--- config.mk ---
export PLATFORM = sky130hd
export DESIGN_NAME = frame_pixel_reader
export DESIGN_NICKNAME = d
export VERILOG_FILES = /design/src/rtl/frame_pixel_reader.sv
export SDC_FILE = /design/constraint.sdc
export NUM_CORES = 1
export LEC_CHECK = 0
export ABC_AREA = 1
export CORE_MARGIN = 2
export CORE_UTILIZATION = 56
export CTS_CLUSTER_SIZE = 40
export DETAILED_ROUTE_END_ITERATION = 8
export GPL_TIMING_DRIVEN = 0
export PLACE_DENSITY = 0.9
export RECOVER_POWER = 25
export SETUP_SLACK_MARGIN = 0.15
export SLEW_MARGIN = 40
export SYNTH_ARGS = -nofsm -noshare
export SYNTH_HDL_FRONTEND = slang
export SYNTH_SLANG_ARGS = --single-unit
--- constraint.sdc ---
create_clock -name clk -period 4.7 [get_ports clk]
set_input_delay 1.175 -clock clk [delete_from_list [all_inputs] [get_ports clk]]
set_output_delay 1.175 -clock clk [all_outputs]
set_load 0.1 [all_outputs]
--- src/rtl/frame_pixel_reader.sv ---
`default_nettype none
// ============================================================================
//  frame_pixel_reader
//  Frame-buffer read side: zoomed address generation and colour effects.
//  Revision: 1.0
// ============================================================================
module frame_pixel_reader #(
    parameter int H_ACTIVE = 640,
    parameter int V_ACTIVE = 480,
    parameter int ADDR_W   = 19,
    parameter int MEM_LAT  = 2
) (
    input  logic              clk,
    input  logic              rst_n,
    input  logic [2:0]        state,
    input  logic              frame_start,
    input  logic              pix_req,
    output logic [ADDR_W-1:0] mem_addr,
    output logic              mem_rd,
    input  logic [23:0]       mem_rdata,
    output logic [23:0]       pix_out,
    output logic              pix_valid
);

    localparam int c_XW = $clog2(H_ACTIVE);
    localparam int c_YW = $clog2(V_ACTIVE);

    localparam logic [c_XW-1:0]   c_X_LAST = c_XW'(H_ACTIVE - 1);
    localparam logic [c_YW-1:0]   c_Y_LAST = c_YW'(V_ACTIVE - 1);
    localparam logic [ADDR_W-1:0] c_STRIDE = ADDR_W'(H_ACTIVE);

    localparam logic [2:0] c_MODE_NORMAL = 3'b000;
    localparam logic [2:0] c_MODE_RED    = 3'b001;
    localparam logic [2:0] c_MODE_GREEN  = 3'b010;
    localparam logic [2:0] c_MODE_BLUE   = 3'b011;
    localparam logic [2:0] c_MODE_GSCALE = 3'b100;
    localparam logic [2:0] c_MODE_ZOOM2  = 3'b101;
    localparam logic [2:0] c_MODE_ZOOM3  = 3'b110;
    localparam logic [2:0] c_MODE_ZOOM4  = 3'b111;

    // Frame-position state
    logic [2:0]        mode_q,     mode_d;
    logic [c_XW-1:0]   x_q,        x_d;
    logic [c_YW-1:0]   y_q,        y_d;
    logic [1:0]        zx_q,       zx_d;
    logic [1:0]        zy_q,       zy_d;
    logic [c_XW-1:0]   src_x_q,    src_x_d;
    logic [ADDR_W-1:0] row_base_q, row_base_d;
    logic              done_q,     done_d;
    logic [ADDR_W-1:0] mem_addr_q, mem_addr_d;

    // Read pipeline: stage 0 is the issue register, stage MEM_LAT meets mem_rdata
    logic [MEM_LAT:0]  vld_q;
    logic [2:0]        tag_q [0:MEM_LAT];
    logic [23:0]       pix_out_q;
    logic              pix_valid_q;

    // frame_start overrides the stored position so a coincident request is pixel 0
    logic [2:0]        w_cur_mode;
    logic [c_XW-1:0]   w_cur_x;
    logic [c_YW-1:0]   w_cur_y;
    logic [1:0]        w_cur_zx;
    logic [1:0]        w_cur_zy;
    logic [c_XW-1:0]   w_cur_src;
    logic [ADDR_W-1:0] w_cur_row;
    logic [1:0]        w_zmax;
    logic              w_accept;

    function automatic logic [23:0] apply_effect(input logic [2:0] m, input logic [23:0] d);
        logic [9:0] s;
        logic [7:0] y;
        s = {2'b00, d[23:16]} + {1'b0, d[15:8], 1'b0} + {2'b00, d[7:0]};
        y = 8'(s >> 2);
        case (m)
            c_MODE_RED:    apply_effect = {d[23:16], 16'h0000};
            c_MODE_GREEN:  apply_effect = {8'h00, d[15:8], 8'h00};
            c_MODE_BLUE:   apply_effect = {16'h0000, d[7:0]};
            c_MODE_GSCALE: apply_effect = {y, y, y};
            default:       apply_effect = d;
        endcase
    endfunction

    always_comb begin
        w_cur_mode = frame_start ? state : mode_q;
        w_cur_x    = frame_start ? '0 : x_q;
        w_cur_y    = frame_start ? '0 : y_q;
        w_cur_zx   = frame_start ? '0 : zx_q;
        w_cur_zy   = frame_start ? '0 : zy_q;
        w_cur_src  = frame_start ? '0 : src_x_q;
        w_cur_row  = frame_start ? '0 : row_base_q;
        w_accept   = pix_req && (frame_start || !done_q);

        case (w_cur_mode)
            c_MODE_ZOOM2: w_zmax = 2'd1;
            c_MODE_ZOOM3: w_zmax = 2'd2;
            c_MODE_ZOOM4: w_zmax = 2'd3;
            default:      w_zmax = 2'd0;
        endcase

        mode_d     = w_cur_mode;
        x_d        = w_cur_x;
        y_d        = w_cur_y;
        zx_d       = w_cur_zx;
        zy_d       = w_cur_zy;
        src_x_d    = w_cur_src;
        row_base_d = w_cur_row;
        done_d     = frame_start ? 1'b0 : done_q;
        mem_addr_d = mem_addr_q;

        if (w_accept) begin
            mem_addr_d = w_cur_row + ADDR_W'(w_cur_src);
            if (w_cur_x == c_X_LAST) begin
                x_d     = '0;
                zx_d    = '0;
                src_x_d = '0;
                if (w_cur_y == c_Y_LAST) begin
                    y_d        = '0;
                    zy_d       = '0;
                    row_base_d = '0;
                    done_d     = 1'b1;
                end else begin
                    y_d = w_cur_y + c_YW'(1);
                    if (w_cur_zy == w_zmax) begin
                        zy_d       = '0;
                        row_base_d = w_cur_row + c_STRIDE;
                    end else begin
                        zy_d = w_cur_zy + 2'd1;
                    end
                end
            end else begin
                x_d = w_cur_x + c_XW'(1);
                if (w_cur_zx == w_zmax) begin
                    zx_d    = '0;
                    src_x_d = w_cur_src + c_XW'(1);
                end else begin
                    zx_d = w_cur_zx + 2'd1;
                end
            end
        end
    end

    always_ff @(posedge clk) begin
        if (!rst_n) begin
            mode_q     <= c_MODE_NORMAL;
            x_q        <= '0;
            y_q        <= '0;
            zx_q       <= '0;
            zy_q       <= '0;
            src_x_q    <= '0;
            row_base_q <= '0;
            done_q     <= 1'b0;
            mem_addr_q <= '0;
        end else begin
            mode_q     <= mode_d;
            x_q        <= x_d;
            y_q        <= y_d;
            zx_q       <= zx_d;
            zy_q       <= zy_d;
            src_x_q    <= src_x_d;
            row_base_q <= row_base_d;
            done_q     <= done_d;
            mem_addr_q <= mem_addr_d;
        end
    end

    // The mode tag rides with each read so effects stay fixed for the whole frame
    always_ff @(posedge clk) begin
        if (!rst_n) begin
            vld_q       <= '0;
            pix_out_q   <= '0;
            pix_valid_q <= 1'b0;
            for (int i = 0; i <= MEM_LAT; i++) begin
                tag_q[i] <= c_MODE_NORMAL;
            end
        end else begin
            vld_q    <= {vld_q[MEM_LAT-1:0], w_accept};
            tag_q[0] <= w_cur_mode;
            for (int i = 1; i <= MEM_LAT; i++) begin
                tag_q[i] <= tag_q[i-1];
            end
            pix_valid_q <= vld_q[MEM_LAT];
            if (vld_q[MEM_LAT]) begin
                pix_out_q <= apply_effect(tag_q[MEM_LAT], mem_rdata);
            end
        end
    end

    assign mem_addr  = mem_addr_q;
    assign mem_rd    = vld_q[0];
    assign pix_out   = pix_out_q;
    assign pix_valid = pix_valid_q;

endmodule
`default_nettype wire

# Yosys cells after proc, flatten, opt, wreduce, memory -nomap -nowiden
# Memories as Yosys holds them, arrays and structs flattened.
# Index checks and enable logic that the tools add are counted.
[word_totals] in_bits=31 word_cells=76 reg_bits=103 mem_count=1 mem_bits_rw=9
[op_classes] n_mux=37 addsub=9 eq_ne=11 n_reduce_logical=3 bitwise=3
[memory_table] memory="tag_q" words=3 width=3 read_ports=3 rd_ports_with_merged_regs=0 write_ports=3 line_no="54" source="logic [2:0] tag_q [0:MEM_LAT];"
[ops] operator="24-bit case mux with 4 select lines" n=1
[ops] operator="19-bit 2-to-1 mux" n=5
[ops] operator="10-bit 2-to-1 mux" n=7
[ops] operator="9-bit 2-to-1 mux" n=4
[ops] operator="10-bit by 1-bit adder with 10-bit output (second input constant)" n=2
[ops] operator="19-bit by 10-bit adder with 19-bit output" n=1
[ops] operator="19-bit by 10-bit adder with 19-bit output (second input constant)" n=1
[ops] operator="2-bit 2-to-1 mux" n=9
[ops] operator="3-bit == test (second input constant)" n=4
[ops] operator="3-bit 2-to-1 mux" n=4
[ops] operator="10-bit by 8-bit adder with 10-bit output" n=1
[ops] operator="8-bit by 9-bit adder with 10-bit output" n=1
[ops] operator="10-bit == test (second input constant)" n=1
[ops] operator="9-bit by 1-bit adder with 9-bit output (second input constant)" n=1
[ops] operator="9-bit == test (second input constant)" n=1
[ops] operator="3-bit by 2-bit == test with 1-bit output (second input constant)" n=2
[ops] operator="1-bit 2-to-1 mux" n=6
[ops] operator="2-bit case mux with 3 select lines" n=1
[ops] operator="2-bit by 1-bit adder with 2-bit output (second input constant)" n=2
[ops] operator="2-bit == test" n=2
[ops] operator="3-bit by 1-bit == test with 1-bit output (second input constant)" n=1
[ops] operator="1-bit bitwise OR" n=3
[ops] operator="1-bit logical AND" n=1
[ops] operator="1-bit zero test" n=1
[ops] operator="1-bit logical OR" n=1

# Depth between registers and ports, before layout
[depth] depth_word=8 depth_mapped=20 mapped_depth_nobuf=16

# Worst setup path after synthesis
# Ideal clock, no wire load.
[synth_timing] path_type="input to register" from="input frame_start" to="register mem_addr_q[12], in the netlist mem_addr[12]" path_stages=20 arrival_ps=3651 path_buffers=4 path_slack_ps=934 cell_sequence="buf_6 > inv_4 > buf_12 > buf_6 > clkbuf_1 > nand2_1 > inv_1 > ha_1 > inv_1 > fa_1 > o21ai_0 > nand2_1 > nand2_1 > nand2_1 > nand2_1 > nand2_1 > nand2_1 > nand2_1 > o21ai_0 > inv_1"
[synth_between] elab_chain_cells=2 word_cells_on_any_way=5
[synth_lines] item="from (decl)" line_no="16" source="input logic frame_start,"
[synth_lines] item="19-bit 2-to-1 mux (tied with other cells)" line_no="90" source="w_cur_row = frame_start ? '0 : row_base_q;"
[synth_lines] item="19-bit by 10-bit adder with 19-bit output / 1-bit logical AND (equally long branches)" line_no="111, 91"
[synth_lines] item="to (signal assigned)" line_no="162" source="mem_addr_q <= mem_addr_d;"
[synth_lines] item="to (decl)" line_no="50" source="logic [ADDR_W-1:0] mem_addr_q, mem_addr_d;"
# Parallel ways exist; a longest one is shown, timed or not.
# A chain may end at the register's enable or synchronous reset.

# Final worst setup path
# Same ends and word-level chain as after synthesis.

==> flow_metrics.tcl <==
set metrics [dict create \
    track_usage_pct 27.9 \
    cts_resized 0 \
    wl_per_cell_um 14.2 \
    place_inst 1111 \
    synthToLayoutAreaGrowth_pct 13.5 \
    synthMuxAreaShare_pct 0 \
    cts_setup_buffers 0 \
    ys_ff_latch 109 \
    worstSetupStartpointType "input pin" \
    pwr-share-clk_pct 30.5 \
    dr_total_vias 6154 \
    final_common_cell "nand2_1" \
    die_x_um 109 \
    cts-root-buf "clkbuf_8" \
    relSlewSlack_pct 21.2 \
    num_antenna_cells 0 \
    initialDrtViolationCount 534 \
    cp-end-kind "flip-flop" \
    io_buffers 73 \
    criticalPathCategory "input pin to flip-flop" \
    fp.coreArea_um2 10800 \
    routed_wl_um 15900 \
    clock_skew_ps 12.0 \
    finalMaxSlewViolations 0 \
    clockBufferDepth 2 \
    syn_inst 898 \
    ys_seq_area_share_pct 35.2 \
    status "finished, final reports clean" \
    grt_start_max_net_pins 16 \
    synth_edf_count 0 \
    fin_util_pct 64.9 \
    switching_share_pct 30.9 \
    grt_pass1_vias 5722 \
    syn-num-nets 959 \
    hp-class "flip-flop to flip-flop" \
    clock_latency_ps 390 \
    synth_xor_area_share_pct 2.66 \
    grt.busiest_layer "met2" \
    finalCritPeriodShare_pct 87.7 \
    cts_tree "done" \
    synthArstFlopShare_pct 0 \
    syn-mean-instance-area_um2 6.90 \
    synth_compound_area_share_pct 14.0 \
    worst_pin_slew_ps 1190 \
    dieArea_um2 11900 \
    start_util_pct 57.2 \
    ys_types 45 \
    num_rows 38 \
    grt_antenna_before_repair 0 \
    crit_required_ps 4990 \
    placed_area_um2 6880 \
    worstPathMaxFanout 10 \
    fin_area_um2 7030 \
    cap_viol_max_count 0 \
    grt.overflow.total 0 \
    setup_tns_ps 0 \
    synth_top_family_by_area "simple AND/OR/NAND/NOR gates" \
    place.gp.congestion 0.941 \
    fin_nets 1043 \
    timing.final.hold_violations 0 \
    global_route.usage.met1_pct 33.6 \
    final_cell_mix "nand2_1 (177), inv_1 (134), nor2_1 (127)" \
    clock_sinks 109 \
    hold_buffers 0 \
    layout-drive-gt1-share_pct 8.11 \
    p_sw_mw 0.588 \
    fin_cells 1126 \
    vias_per_cell 5.47 \
    use_met2_pct 46.9 \
    p_leak_nw 3.22 \
    fmax_mhz 243 \
    grt_pass1_wl_um 26100 \
    grt_use_met3_pct 7.23 \
    synthSimpleGateAreaFrac_pct 29.9 \
    netlist_area_um2 6200 \
    cts_inserted_buffers 9 \
    dp_hpwl_um 11800 \
    ir_worst_vdd_uv 228 \
    die_h_um 109 \
    rsz0062_at_grt "no" \
    intPower_mw 1.32 \
    drt.antenna.violating_nets 0 \
    drc_errors 0 \
    worst-endpoint-arrival_ps 4410 \
    fin_crit_ps 4120 \
    clkTransAtPathRegs_ps 100 \
    dr.pass1.iters 6 \
    seq_power_share_pct 50.2 \
    powerDensity_nw_per_um2 271 \
    synth_ff_type "dfxtp_1" \
    num_io_pins 76 \
    yosys_warnings 0 \
    cts_htree_levels 3 \
    p_comb_share_pct 19.3 \
    synth_adder_area_share_pct 7.15 \
    setup_violations 0 \
]
==> kinds of logic after synthesis <==
kind of cell             after synthesis
buffers and inverters                168
AO/OA/AOI/OAI                        163
AND/OR/NAND/NOR                      410
adder cells (fa/ha/maj)               30
flip-flops                           109
XOR/XNOR                              18
==> cell usage after synthesis, types with 5 or more instances <==
cell type	count	area, um^2
nand2_1	176	661
inv_1	134	503
nor2_1	127	477
dfxtp_1	109	2180
a21oi_1	77	385
o21ai_0	61	305
nand3_1	37	185
ha_1	21	263
nand4_1	18	113
clkbuf_1	16	60.1
nor3_1	12	60.1
xor2_1	12	105
fa_1	9	180
nand2_2	9	56.3
a31oi_1	6	37.5
nor2_2	6	37.5
inv_2	5	18.8
nor2_4	5	56.3
xnor2_1	5	43.8
==> per-stage QoR <==
step	worst slack (ps)	power, mW	hold WS, ps
finish	579	1.90	428
global route	361	1.99	438
CTS	665	1.92	426
detailed placement	247	1.34	400
global placement	293	1.35	393
floorplan	934	1.25	390
==> worst max-delay path, cell delays in order <==
cell and delay, ps:
buf_6 120, inv_4 60, buf_12 140, buf_6 150, clkbuf_1 450, nand2_1 140, inv_1 80, ha_1 210
inv_1 70, fa_1 390, o21ai_0 390, nand2_1 100, nand2_1 130, nand2_1 70, nand2_1 260, nand2_1 130
nand2_1 80, nand2_1 40, o21ai_0 160, inv_1 50
==> routing by layer <==
layer	vias to the layer above	part of all wire, %	wire length [um]
met5	-	0	0
li1	3038	-	-
met3	40	9.5	1520
met1	2773	41	6540
met4	0	2.7	427
met2	303	47	7460
==> worst paths after layout <==
path | start | endpoint | slack, ps | depth (start not counted)
min reg2reg | tag_q[0][3] | tag_q[0][6] | 430 | 2
max reg2reg | src_x_q[0] | mem_addr[12] | 1700 | 15
min | tag_q[0][3] | tag_q[0][6] | 430 | 2
max | frame_start | mem_addr[12] | 580 | 20
==> registers in the layout (all words and copies together) (netlist names), 2 cells and up <==
name / count
src_x_q: 10
y_q: 9
zy_q: 2
tag_q: 7
mem_addr: 19
x_q: 10
pix_out: 24
vld_q: 3
zx_q: 2
row_base_q: 19
mode_q: 2
==> power by group through the flow <==
stage / Sequential (mW) / Combinational, mW / Clock (mW)
floorplan: 1.09 / 0.155 / 0
global placement: 0.977 / 0.373 / 0
detailed placement: 0.977 / 0.364 / 0
CTS: 0.956 / 0.367 / 0.594
global route: 0.959 / 0.396 / 0.633
finish: 0.956 / 0.368 / 0.581
==> layout make-up <==
cell class	count	area [um^2]
fill	937	3810
multi-input combinational	621	3320
sequential	109	2180
inverter	141	533
timing repair buffer	73	474
tap	140	175
clock buffer	14	163
buffer	27	153
clock inverter	1	30.0
No activity file was read; power rests on OpenSTA's default activity.
